### config.mk
export PLATFORM = sky130hd
export DESIGN_NAME = vend_dispense_ctrl
export DESIGN_NICKNAME = d
export VERILOG_FILES = /design/src/rtl/vend_dispense_ctrl.sv
export SDC_FILE = /design/constraint.sdc
export NUM_CORES = 1
export LEC_CHECK = 0
export CORE_ASPECT_RATIO = 1.4
export CORE_MARGIN = 2
export CORE_UTILIZATION = 25
export DETAILED_ROUTE_END_ITERATION = 10
export DONT_BUFFER_PORTS = 1
export PLACE_DENSITY = 0.36
export SYNTH_ARGS = -nofsm -noshare
export SYNTH_HDL_FRONTEND = slang
export SYNTH_SLANG_ARGS = --single-unit
### constraint.sdc
create_clock -name clk -period 5.2 [get_ports clk]
set_input_delay 0.52 -clock clk [delete_from_list [all_inputs] [get_ports clk]]
set_output_delay 0.52 -clock clk [all_outputs]
set_load 0.01 [all_outputs]
### src/rtl/vend_dispense_ctrl.sv
// Actuator sequencer behind the vending FSM: queues {drink, back} events and plays them out
// as motor bursts and coin-eject pulses. Optional stock tracking under VEND_DISPENSE_SOLDOUT_EN.
module vend_dispense_ctrl #(
    parameter int unsigned MOTOR_CYC  = 3,
    parameter int unsigned EJECT_GAP  = 2,
    parameter int unsigned DEPTH_LOG2 = 2,
    parameter int unsigned STOCK      = 8
) (
    input  logic                  clk,
    input  logic                  reset,
    input  logic                  drink,
    input  logic [1:0]            back,
    output logic                  motor,
    output logic                  eject_1y,
    output logic                  eject_5j,
    output logic                  busy,
    output logic [DEPTH_LOG2:0]   pending,
    output logic                  overflow,
    output logic                  sold_out
);

    localparam int unsigned Depth  = 1 << DEPTH_LOG2;
    localparam int unsigned CntMax = (MOTOR_CYC > EJECT_GAP) ? MOTOR_CYC : EJECT_GAP;
    localparam int unsigned CntW   = $clog2(CntMax + 1);
    localparam logic [CntW-1:0] MotorLast = CntW'(MOTOR_CYC - 1);
    localparam logic [CntW-1:0] GapLast   = CntW'((EJECT_GAP > 0) ? EJECT_GAP - 1 : 0);

    typedef enum logic [2:0] {StIdle, StMotor, StEj1y, StEj5j, StGap} state_e;

    // Action bits are {drink, back[1], back[0]}; the first set bit picks the next phase.
    function automatic state_e first_action(input logic [2:0] act);
        if (act[2]) return StMotor;
        if (act[1]) return StEj1y;
        if (act[0]) return StEj5j;
        return StIdle;
    endfunction

    state_e                state_q, state_d;
    logic [CntW-1:0]       cnt_q, cnt_d;
    logic [2:0]            act_q, act_d;
    logic [2:0]            mem_q [Depth];
    logic [DEPTH_LOG2-1:0] wr_ptr_q, rd_ptr_q;
    logic [DEPTH_LOG2:0]   count_q;
    logic                  overflow_q;
    logic                  ev, full, push, pop;
    logic [2:0]            head, entry;
    logic                  stock_dec;

    assign ev   = drink | (|back);
    assign full = (count_q == (DEPTH_LOG2 + 1)'(Depth));
    assign pop  = (state_q == StIdle) && (count_q != '0);
    assign push = ev && (!full || pop);
    assign head = mem_q[rd_ptr_q];

    always_ff @(posedge clk or negedge reset) begin
        if (!reset) begin
            wr_ptr_q   <= '0;
            rd_ptr_q   <= '0;
            count_q    <= '0;
            overflow_q <= 1'b0;
        end else begin
            if (push) wr_ptr_q <= wr_ptr_q + 1'b1;
            if (pop)  rd_ptr_q <= rd_ptr_q + 1'b1;
            if (push && !pop) begin
                count_q <= count_q + 1'b1;
            end else if (pop && !push) begin
                count_q <= count_q - 1'b1;
            end
            if (ev && !push) overflow_q <= 1'b1;
        end
    end

    always_ff @(posedge clk) begin
        if (push) mem_q[wr_ptr_q] <= {drink, back};
    end

`ifdef VEND_DISPENSE_SOLDOUT_EN
    localparam int unsigned StockW = (STOCK > 0) ? $clog2(STOCK + 1) : 1;
    logic [StockW-1:0] stock_q;

    always_ff @(posedge clk or negedge reset) begin
        if (!reset) begin
            stock_q <= StockW'(STOCK);
        end else if (stock_dec && (stock_q != '0)) begin
            stock_q <= stock_q - 1'b1;
        end
    end

    assign sold_out = (stock_q == '0);

    // Out of stock: skip the motor and refund the full 1.5 price.
    always_comb begin
        entry = head;
        if (head[2] && (stock_q == '0)) entry = 3'b011;
    end
`else
    logic unused_stock;
    assign unused_stock = stock_dec ^ (STOCK != 0);
    assign sold_out     = 1'b0;
    assign entry        = head;
`endif

    always_ff @(posedge clk or negedge reset) begin
        if (!reset) begin
            state_q <= StIdle;
            cnt_q   <= '0;
            act_q   <= '0;
        end else begin
            state_q <= state_d;
            cnt_q   <= cnt_d;
            act_q   <= act_d;
        end
    end

    always_comb begin
        state_d   = state_q;
        cnt_d     = cnt_q;
        act_d     = act_q;
        stock_dec = 1'b0;
        unique case (state_q)
            StIdle: begin
                if (pop) begin
                    act_d   = entry;
                    cnt_d   = '0;
                    state_d = first_action(entry);
                end
            end
            StMotor: begin
                if (cnt_q == MotorLast) begin
                    act_d[2]  = 1'b0;
                    cnt_d     = '0;
                    stock_dec = 1'b1;
                    state_d   = first_action({1'b0, act_q[1:0]});
                end else begin
                    cnt_d = cnt_q + 1'b1;
                end
            end
            StEj1y: begin
                act_d[1] = 1'b0;
                cnt_d    = '0;
                state_d  = (EJECT_GAP > 0) ? StGap : first_action({2'b00, act_q[0]});
            end
            StEj5j: begin
                act_d[0] = 1'b0;
                cnt_d    = '0;
                state_d  = (EJECT_GAP > 0) ? StGap : StIdle;
            end
            StGap: begin
                if (cnt_q == GapLast) begin
                    cnt_d   = '0;
                    state_d = first_action(act_q);
                end else begin
                    cnt_d = cnt_q + 1'b1;
                end
            end
            default: state_d = StIdle;
        endcase
    end

    assign motor    = (state_q == StMotor);
    assign eject_1y = (state_q == StEj1y);
    assign eject_5j = (state_q == StEj5j);
    assign busy     = (state_q != StIdle);
    assign pending  = count_q;
    assign overflow = overflow_q;

endmodule

**After elaboration in Yosys (flattened, before gate mapping)**

Memories as Yosys holds them, arrays and structs flattened.
Index checks and enable logic that the tools add are counted.

- Register bits after elaboration: 16
- RAM bits: 12
- Output and inout port bits: 9
- Word-level logic and storage cells: 112
- Memories: 1

Memories:

| name | depth | width | read ports | clocked after Yosys merged registers in | wr ports | line | RTL |
|---|---|---|---|---|---|---|---|
| mem_q | 4 | 3 | 1 | 0 | 1 | 41 | `logic [2:0] mem_q [Depth];` |

- Add/sub/neg operators: 5
- Eq/ne operators: 10
- Muxes and demuxes: 62
- Bitwise operators: 1
- Reduce and logical (&&, ||, !) cells: 24

Operators by type and width:

| cell | number |
|---|---|
| 3-bit two-way mux | 22 |
| 1-bit two-way mux | 32 |
| 3-bit case mux with 4 select lines | 1 |
| 2-bit case mux with 4 select lines | 1 |
| 2-bit nonzero test | 4 |
| 2-bit by 1-bit adder with 2-bit output, second input constant | 3 |
| 3-bit by 2-bit equality test with 1-bit output, second input constant | 2 |
| 3-bit equality test, second input constant | 2 |
| 2-bit two-way mux | 3 |
| 1-bit case mux with 2 select lines | 3 |
| 2-bit AND reduction | 3 |
| 3-bit AND reduction | 2 |
| 3-bit nonzero test | 2 |
| 1-bit logical AND | 5 |
| 2-bit != test, second input constant | 2 |
| 4-bit nonzero test | 1 |
| 2-bit OR reduction | 2 |
| 3-bit by 1-bit adder with 3-bit output, second input constant | 1 |
| 3-bit by 1-bit equality test with 1-bit output, second input constant | 1 |
| 1-bit zero test | 3 |
| 3-bit zero test | 1 |
| 3-bit by 1-bit subtractor with 3-bit output, second input constant | 1 |
| 2-bit by 1-bit equality test with 1-bit output, second input constant | 1 |
| 2-bit equality test, second input constant | 1 |
| 3 further kinds | 3 |

**Logic depth before layout (Yosys ltp)**

Gate-level depths: netlist (run 1).

- Depth after elaboration: 16
- Mapped depth: 11

**Least setup slack after synthesis (run 1)**

No wires, ideal clock.

- Kind: register to register
- Start point: reg state_q[2]
- End point: reg count_q[2] (netlist: pending[2])
- Library setup time: 0.080 ns
- Data arrival time: 2.222 ns
- Data required time: 5.120 ns
- Path slack: 2.898 ns
- Stages on the path, launching flop included: 11
- Buffers on the path: 2
- Period minus slack after synthesis: 2.302 ns
- Cells stage by stage: dfrtp_1 > buf_6 > or3_4 > buf_6 > a31oi_4 > ha_1 > inv_1 > fa_1 > xor2_1 > nor2_1 > xor2_1

- Longest elaborated chain between the ends: 7
- Elaborated cells between the ends (all ways): 10
- Classes of those cells: mux: 1; reduce/logical: 9

RTL lines:

| item | line | RTL |
|---|---|---|
| start, declared | 38 | `state_e state_q, state_d;` |
| start signal, assigned | 105 | `state_q <= StIdle;` |
| start signal, assigned | 109 | `state_q <= state_d;` |
| 3-bit zero test (*) | 51 | `assign pop = (state_q == StIdle) && (count_q != '0);` |
| 1-bit logical AND (*) | 51 |  |
| 1-bit logical OR (*) | 52 | `assign push = ev && (!full \|\| pop);` |
| 1-bit logical AND (*) | 52 |  |
| net push | 45 | `logic ev, full, push, pop;` |
| 1-bit zero test | 66 | `end else if (pop && !push) begin` |
| 1-bit logical AND | 66 |  |
| 2-bit nonzero test (no line) | -- |  |
| end signal, assigned | 65 | `count_q <= count_q + 1'b1;` |
| end signal, assigned | 67 | `count_q <= count_q - 1'b1;` |
| end, declared | 43 | `logic [DEPTH_LOG2:0] count_q;` |

The timed path passes the listed nets; every way through them passes the cells marked *.
A chain may end at the register's enable or synchronous reset.

**Worst setup path in the final report (run 1)**

- Start point: reg state_q[1]
- End point: reg count_q[2] (netlist: pending[2])

The elaborated chain is that of the path after synthesis.

==> qor.log, run 1 <==
INFO  clocking       tritoncts.num_buffers=3
INFO  clocking       clk-insertion-delay-late=0.27ns
INFO  power_and_ir_drop leakage=0.6014nW
INFO  worst_setup_path worst-path-max-fanout=11
INFO  finish         design.final.nets=129
INFO  yosys          syn_area_per_cell=12.27um^2
INFO  yosys          postSynthNetCount=128
INFO  routing        post_drt_via_cell_ratio=4.481
INFO  sta            clock_tree_skew_after_final_layout=0.002556ns
INFO  worst_setup_path path_depth=8
INFO  yosys          syn-instance-count=117
INFO  yosys          synthDominantAreaCellType=sky130_fd_sc_hd__dfrtp_1
INFO  worst_setup_path timing.critical_path.from_type=register
INFO  worst_setup_path worst_r2r_path_depth=8
INFO  hold_path      hold-path-cell-count=0
INFO  worst_setup_path worst-path-buf-inv=1
INFO  finish         layout.area.seq=760.7um^2
INFO  sta            final_min_period_over_clock_period=47.05%
INFO  finish         fillers=570
INFO  finish         finish.utilization=28.26%
INFO  place          port_buffers=0
INFO  worst_setup_path critical_path_data_arrival_time=2.65ns
INFO  yosys          synth-edff-count=12
INFO  sta            layout_min_cycle_time=2.447ns
INFO  sta            slew-limit-headroom=47.46%
INFO  sta            tightest_slew=0.7856ns
INFO  floorplan      start_util=25.97%
INFO  sta            rsz_0062_raised_after_global_routing=false
INFO  yosys          synth.yosys.seq_area_share=53.01%
INFO  routing        routed_wire_length_per_instance=14.96um
INFO  yosys          synth_top_cell_area_share=27.90%
INFO  global_routing grt_start_max_net_pins=17
INFO  yosys          postSynth.asyncResetShare=57.14%
INFO  worst_setup_path critical_path.cell_chain=or3_4, a31oi_4, ha_1, inv_1, fa_1, xor2_1, nor2_1, xor2_1
INFO  routing        detail_route.drc_violations=0
INFO  global_routing initial_antenna_violation_count=0
INFO  hold_path      hp-class=input pin to register
INFO  clocking       clock_tree.root_cell=sky130_fd_sc_hd__clkbuf_8
INFO  clocking       ctsHtreeMaxLevel=1
INFO  job            cap_viol_max_count=0
INFO  yosys          syn_area=1435um^2
INFO  place          pre_cts_ws=2.787ns
INFO  floorplan      chipHeight=93.65um
INFO  routing        finalWirelength=2767um
INFO  finish         fin_cells=185
INFO  sta            max_clock_freq=0.4087GHz
INFO  worst_setup_path worst_path_most_repeated_cell=sky130_fd_sc_hd__xor2_1
INFO  routing        detailedRoute.firstPassIterationCount=4
INFO  yosys          post_synth_main_area_contributors=sky130_fd_sc_hd__dfrtp_1 (28%), sky130_fd_sc_hd__edfxtp_1 (25%), sky130_fd_sc_hd__mux4_2 (4.7%)
INFO  place          place_inst=180
INFO  worst_setup_path cpMaxStageDelayCell=sky130_fd_sc_hd__or3_4
INFO  clocking       gates_resized_cts_repair=0
INFO  sta            timing_hold_violations_final=0
INFO  power_and_ir_drop total_power=1.088mW
INFO  yosys          synth_ff_type=sky130_fd_sc_hd__dfrtp_1
INFO  worst_setup_path critical_path.reg2reg.startpoint=state_q[1]$_DFFE_PN0P_
INFO  floorplan      i_o_pin_count=14
INFO  place          place_area=1480um^2
INFO  clocking       tritoncts=built
INFO  yosys          synth.cells.most_frequent=sky130_fd_sc_hd__dfrtp_1 (16), sky130_fd_sc_hd__edfxtp_1 (12), sky130_fd_sc_hd__inv_1 (7), sky130_fd_sc_hd__nand2_1 (7), sky130_fd_sc_hd__nor2_1 (7)
INFO  power_and_ir_drop max-vdd-ir-drop=0.0002211V
INFO  clocking       cts_num_sinks=28
INFO  yosys          ys.warnings.count=0
INFO  worst_setup_path timing.critical_path.slowest_cell_delay=0.51ns
INFO  floorplan      rows=32
INFO  global_routing first_global_vias=938
INFO  clocking       max-clock-path-buffers=2
INFO  status         status=finished clean
INFO  sta            final-setup-viol-count=0
INFO  place          dp_hpwl=2209um
INFO  floorplan      core_area=5525um^2
INFO  global_routing grtUsageTotal=9.980%
INFO  finish         antenna_cells=0
INFO  routing        antenna_violating_nets_post_route=0
INFO  place          finalWeightedCongestion=0.7229
INFO  worst_setup_path critPathKind=register to register
INFO  worst_setup_path cp_data_required_time=5.40ns
INFO  routing        vias=829
INFO  sta            fin_hold_ws=0.3388ns
INFO  worst_setup_path launch_point_of_the_worst_path=state_q[1]$_DFFE_PN0P_
INFO  hold_path      min-delay-start=back[0]
INFO  finish         final_layout_size_suffix_gt1_share=11.11%
INFO  yosys          number_of_unique_standard_cell_types_used_by_synthesis=38
INFO  sta            final-max-slew-violation-count=0
INFO  finish         multi_input_area=608.1um^2
INFO  floorplan      die_x=68.04um
INFO  finish         area_delta_synth_final=8.806%
INFO  yosys          synth_seq_cells=28
INFO  sta            postLayoutSetupSlackWorst=2.753ns
INFO  global_routing wire_length_of_the_first_global_routing_pass=4629um
INFO  sta            fin_tns_setup=0ns
INFO  worst_setup_path cp_top_family=simple AND/OR/NAND/NOR gates
INFO  yosys          post-synth-top-count-cell=sky130_fd_sc_hd__dfrtp_1
INFO  global_routing globalRoute.totalOverflow=0
INFO  clocking       worst_setup_hold_path_clk_slew=0.09ns
INFO  power_and_ir_drop power.density=696.8nW/um^2
INFO  finish         finish.instance_area=1562um^2
INFO  routing        drt_first_iter_violations=31
INFO  worst_setup_path endpoint_kind=register
INFO  floorplan      die_area=6371um^2
==> worst reg2reg max path: cells and delay by family, from the launching register on <==
kind	cells	cell delay (ns)
AO/OA/AOI/OAI	1	0.29
XOR/XNOR	2	0.30
adder cells (fa/ha/maj)	2	0.60
buffers and inverters	1	0.06
flip-flops	1	0.50
AND/OR/NAND/NOR	2	0.63
==> timing repair <==
action                    in CTS  in global routing
hold endpoints to repair      16                  0
setup buffers                  0                  0
hold buffers                   1                  0
==> state kept, by name (all words and copies together) (netlist names) <==
register,cells
pending,3
state_q,3
rd_ptr_q,2
mem_q,12
act_q,3
overflow,1
cnt_q,2
wr_ptr_q,2
==> placed cells by master (no fill, tap or decap) <==
master                          synthesis  routed
sky130_fd_sc_hd__o21bai_2               1       1
sky130_fd_sc_hd__mux2_2                 1       1
sky130_fd_sc_hd__o31ai_1                2       2
sky130_fd_sc_hd__o32a_1                 1       1
sky130_fd_sc_hd__bufinv_16              0       1
sky130_fd_sc_hd__inv_1                  7       7
sky130_fd_sc_hd__nand2b_1               4       4
sky130_fd_sc_hd__nor3_1                 3       3
sky130_fd_sc_hd__and2b_1                1       1
sky130_fd_sc_hd__fa_1                   1       1
sky130_fd_sc_hd__o41ai_4                1       1
sky130_fd_sc_hd__xor2_1                 3       3
sky130_fd_sc_hd__nor2_1                 7       7
sky130_fd_sc_hd__and2_1                 4       4
sky130_fd_sc_hd__a22oi_1                1       1
sky130_fd_sc_hd__dfrtp_1               16      16
sky130_fd_sc_hd__nand3_1                2       2
sky130_fd_sc_hd__nor2b_1                3       3
sky130_fd_sc_hd__or3b_1                 1       1
sky130_fd_sc_hd__o21ai_0                6       6
sky130_fd_sc_hd__edfxtp_1              12      12
sky130_fd_sc_hd__ha_1                   5       5
sky130_fd_sc_hd__nor4_1                 2       2
sky130_fd_sc_hd__a211oi_1               1       1
sky130_fd_sc_hd__a22o_1                 1       1
sky130_fd_sc_hd__clkbuf_8               0       3
sky130_fd_sc_hd__nor4b_1                1       1
sky130_fd_sc_hd__or3_4                  1       1
sky130_fd_sc_hd__xnor2_1                3       3
sky130_fd_sc_hd__a21oi_1                5       5
sky130_fd_sc_hd__conb_1                 1       1
sky130_fd_sc_hd__dlygate4sd3_1          0       1
sky130_fd_sc_hd__o21bai_1               2       2
sky130_fd_sc_hd__a31oi_4                1       1
sky130_fd_sc_hd__nor2_4                 1       1
sky130_fd_sc_hd__mux4_2                 3       3
sky130_fd_sc_hd__o21ai_1                1       1
sky130_fd_sc_hd__nand2_1                7       7
==> where the power goes <==
part / leakage (nW) / switching [mW] / internal (mW)
Clock: 0.0357 / 0.0661 / 0.103
Combinational: 0.260 / 0.254 / 0.223
Sequential: 0.305 / 0.111 / 0.331
Total: 0.601 / 0.431 / 0.657
==> cells by family (layout without fill, tap and decap cells) <==
group	Yosys count	count (layout)	share of synthesized area, %
AOI/OAI and AO/OA	23	23	12.82
xor gates and xnor gates	6	6	3.662
adders and majority gates	6	6	5.754
buffers and inverters	12	12	4.621
DFF	28	28	53.01
muxes	4	4	5.492
other	1	1	0.2613
and+or+nand+nor	37	37	14.39
==> metal layers <==
metal / track usage, % / share of wire, % / up-vias
met2: 17.96 / 54 / 14
met3: 3.118 / 5.8 / 4
li1: - / - / 409
met1: 10.81 / 39 / 402
met5: 0 / 0 / -
met4: 3.000 / 1.0 / 0
==> cell type report <==
cell class | instances | area share (%)
flip-flops and latches | 28 | 48.72
clock buffers | 3 | 2.644
repair buffers | 1 | 0.6410
well taps | 68 | 5.449
clock inverters | 1 | 1.923
inverters | 7 | 1.683
multi-input cells | 77 | 38.94
==> path summary, 6_finish.rpt <==
kind / end / slack, ns
worst min-delay path: mem_q[3][0]$_DFFE_PP_ / 0.34
min in group asynchronous: cnt_q[0]$_DFFE_PN0P_ / 0.77
worst max register to register: pending[2]$_DFFE_PN0P_ / 2.75
worst max-delay path: pending[2]$_DFFE_PN0P_ / 2.75
max in group asynchronous: act_q[0]$_DFFE_PN0P_ / 3.95
worst min register to register: act_q[2]$_DFFE_PN0P_ / 0.51
Power figures use the tool's default switching activity.
==> inputs of run 2 (changes only) <==
clock period = 2.3 ns   (was 5.2 ns; I/O delays follow)
==> qor.log, run 2 (synthesized netlist as in run 1, its figures left out) <==
INFO  worst_setup_path critPathKind=register to register
INFO  finish         layout.cells.most_common_list=sky130_fd_sc_hd__dfrtp_1 (16), sky130_fd_sc_hd__edfxtp_1 (12), sky130_fd_sc_hd__buf_4 (12), sky130_fd_sc_hd__nor2_1 (7), sky130_fd_sc_hd__nand2_1 (7)
INFO  place          pre_cts_ws=0.1983ns
INFO  routing        vias=883
INFO  clocking       postcts_setup_bufs=0
INFO  finish         number_of_flip_flops_under_the_largest_register_name=12
INFO  floorplan      core_area=5525um^2
INFO  sta            clock_tree_skew_after_final_layout=0.006151ns
INFO  worst_setup_path r2r_end=pending[2]$_DFFE_PN0P_
INFO  sta            fin_hold_ws=0.04300ns
INFO  sta            layout_min_cycle_time=2.141ns
INFO  sta            tightest_slew=0.7851ns
INFO  routing        post_drt_via_cell_ratio=4.482
INFO  hold_path      min-delay-start=back[1]
INFO  finish         fin_cells=197
INFO  routing        detail_route.drc_violations=0
INFO  global_routing first_global_vias=923
INFO  floorplan      i_o_pin_count=14
INFO  sta            final-setup-viol-count=0
INFO  finish         area_delta_synth_final=16.13%
INFO  clocking       tritoncts=built
INFO  clocking       clk-insertion-delay-late=0.27ns
INFO  floorplan      die_x=68.04um
INFO  power_and_ir_drop switchingPower=1.013mW
INFO  finish         finish.utilization=30.16%
INFO  worst_setup_path critical_path.reg2reg.startpoint=state_q[2]$_DFFE_PN0P_
INFO  sta            rsz_0062_raised_after_global_routing=false
INFO  clocking       max-clock-path-buffers=2
INFO  routing        routed_wire_length_per_instance=14.15um
INFO  power_and_ir_drop switch_share=38.21%
INFO  floorplan      rows=32
INFO  finish         registers.top_by_ff_count=mem_q
INFO  power_and_ir_drop p_int=1.638mW
INFO  sta            postLayoutSetupSlackWorst=0.1585ns
INFO  clocking       tritoncts.num_buffers=3
INFO  power_and_ir_drop power_frac_clock=14.7%
INFO  power_and_ir_drop combPwrFrac=51.7%
INFO  worst_setup_path timing.critical_path.from_type=register
INFO  sta            final_min_period_over_clock_period=93.11%
INFO  hold_path      hp-class=input pin to register
INFO  routing        drt_first_iter_violations=32
INFO  status         status=finished clean
INFO  sta            max_clock_freq=0.4670GHz
INFO  place          place_inst=192
INFO  routing        antenna_violating_nets_post_route=0
INFO  clocking       clock_tree.root_cell=sky130_fd_sc_hd__clkbuf_8
INFO  worst_setup_path r2r_setup_slack=0.16ns
INFO  finish         antenna_cells=0
INFO  power_and_ir_drop leakage=0.6597nW
INFO  power_and_ir_drop max-vdd-ir-drop=0.0003738V
INFO  worst_setup_path cp_data_required_time=2.50ns
INFO  power_and_ir_drop power.density=1591nW/um^2
INFO  finish         final_layout_size_suffix_gt1_share=21.71%
INFO  finish         finish.instance_area=1667um^2
INFO  sta            fin_tns_setup=0ns
INFO  power_and_ir_drop p_seq_share=33.6%
INFO  worst_setup_path critical_path_data_arrival_time=2.34ns
INFO  floorplan      die_area=6371um^2
INFO  floorplan      start_util=25.97%
INFO  sta            timing_hold_violations_final=0
INFO  sta            final-max-slew-violation-count=0
INFO  hold_path      hold-path-cell-count=0
INFO  clocking       ctsHtreeMaxLevel=1
INFO  finish         mostFrequentLayoutCell=sky130_fd_sc_hd__dfrtp_1
INFO  place          port_buffers=0
INFO  routing        detailedRoute.firstPassIterationCount=4
INFO  clocking       cts_num_sinks=28
INFO  job            cap_viol_max_count=0
INFO  worst_setup_path worst_r2r_path_depth=8
INFO  place          finalWeightedCongestion=0.7115
INFO  floorplan      chipHeight=93.65um
INFO  worst_setup_path worst-path-max-fanout=5
INFO  clocking       worst_setup_hold_path_clk_slew=0.10ns
INFO  finish         multi_input_area=623.1um^2
INFO  finish         fillers=582
INFO  global_routing grtUsageTotal=9.566%
INFO  finish         layout.area.seq=760.7um^2
INFO  global_routing grt_start_max_net_pins=17
INFO  global_routing wire_length_of_the_first_global_routing_pass=4443um
INFO  worst_setup_path endpoint_kind=register
INFO  clocking       gates_resized_cts_repair=0
INFO  finish         design.final.nets=141
INFO  hold_path      worstHoldEndpoint=mem_q[3][1]$_DFFE_PP_
INFO  place          dp_hpwl=2181um
INFO  global_routing initial_antenna_violation_count=0
INFO  sta            slew-limit-headroom=47.49%
INFO  routing        finalWirelength=2788um
INFO  power_and_ir_drop total_power=2.651mW
INFO  place          place_area=1585um^2
INFO  global_routing globalRoute.totalOverflow=0
## run 2: cell count changes in the layout (fill, tap and decap cells not counted), sizes merged
cell	change
buf	+12
## run 2: power groups by stage
stage               combinational, mW  sequential (mW)  clock, mW
floorplan                        1.04            0.909          0
global placement                 1.38            0.904          0
detailed placement               1.38            0.905          0
CTS                              1.40            0.895      0.407
global route                     1.51            0.923      0.425
finish                           1.37            0.891      0.389
## run 2: critical path, stage by stage, from the launching register on
cell and delay (ns):
sky130_fd_sc_hd__dfrtp_1 0.40, sky130_fd_sc_hd__or3_4 0.46, sky130_fd_sc_hd__a31oi_4 0.24, sky130_fd_sc_hd__ha_4 0.17
sky130_fd_sc_hd__inv_2 0.04, sky130_fd_sc_hd__fa_2 0.34, sky130_fd_sc_hd__xor2_1 0.15, sky130_fd_sc_hd__nor2_1 0.12
sky130_fd_sc_hd__xor2_1 0.15
## run 2: area by class of cell
class | instances | area share, %
sequential | 28 | 45.65
clock buffer | 3 | 2.477
tap | 68 | 5.105
inverter | 7 | 1.577
multi-input combinational | 77 | 37.39
clock inverter | 1 | 1.802
timing repair buffer | 13 | 6.006
## run 2: worst max path at each step
| stage | start | to | slack [ns] |
|---|---|---|---|
| 3_5_place_dp | state_q[2]$_DFFE_PN0P_ | pending[2]$_DFFE_PN0P_ | 0.20 |
| 4_1_cts | state_q[2]$_DFFE_PN0P_ | pending[2]$_DFFE_PN0P_ | 0.15 |
| 3_3_place_gp | state_q[2]$_DFFE_PN0P_ | pending[2]$_DFFE_PN0P_ | 0.21 |
| 6_report | state_q[2]$_DFFE_PN0P_ | pending[2]$_DFFE_PN0P_ | 0.16 |
| 2_1_floorplan | state_q[2]$_DFFE_PN0P_ | pending[2]$_DFFE_PN0P_ | 0.01 |
| 5_1_grt | state_q[2]$_DFFE_PN0P_ | pending[2]$_DFFE_PN0P_ | 0.09 |
## run 2: repair_timing
item / in CTS / in global routing
hold endpoints to repair: 16 / 0
endpoints found under the setup margin: 0 / 0
hold buffers: 1 / 0
## run 2: routing by layer
metal | vias up | global-route usage [%] | part of all wire (%)
li1 | 435 | - | -
met1 | 438 | 10.67 | 43
met4 | 0 | 4.000 | 1.0
met5 | - | 0 | 0
met2 | 8 | 16.75 | 53
met3 | 2 | 2.398 | 3.5
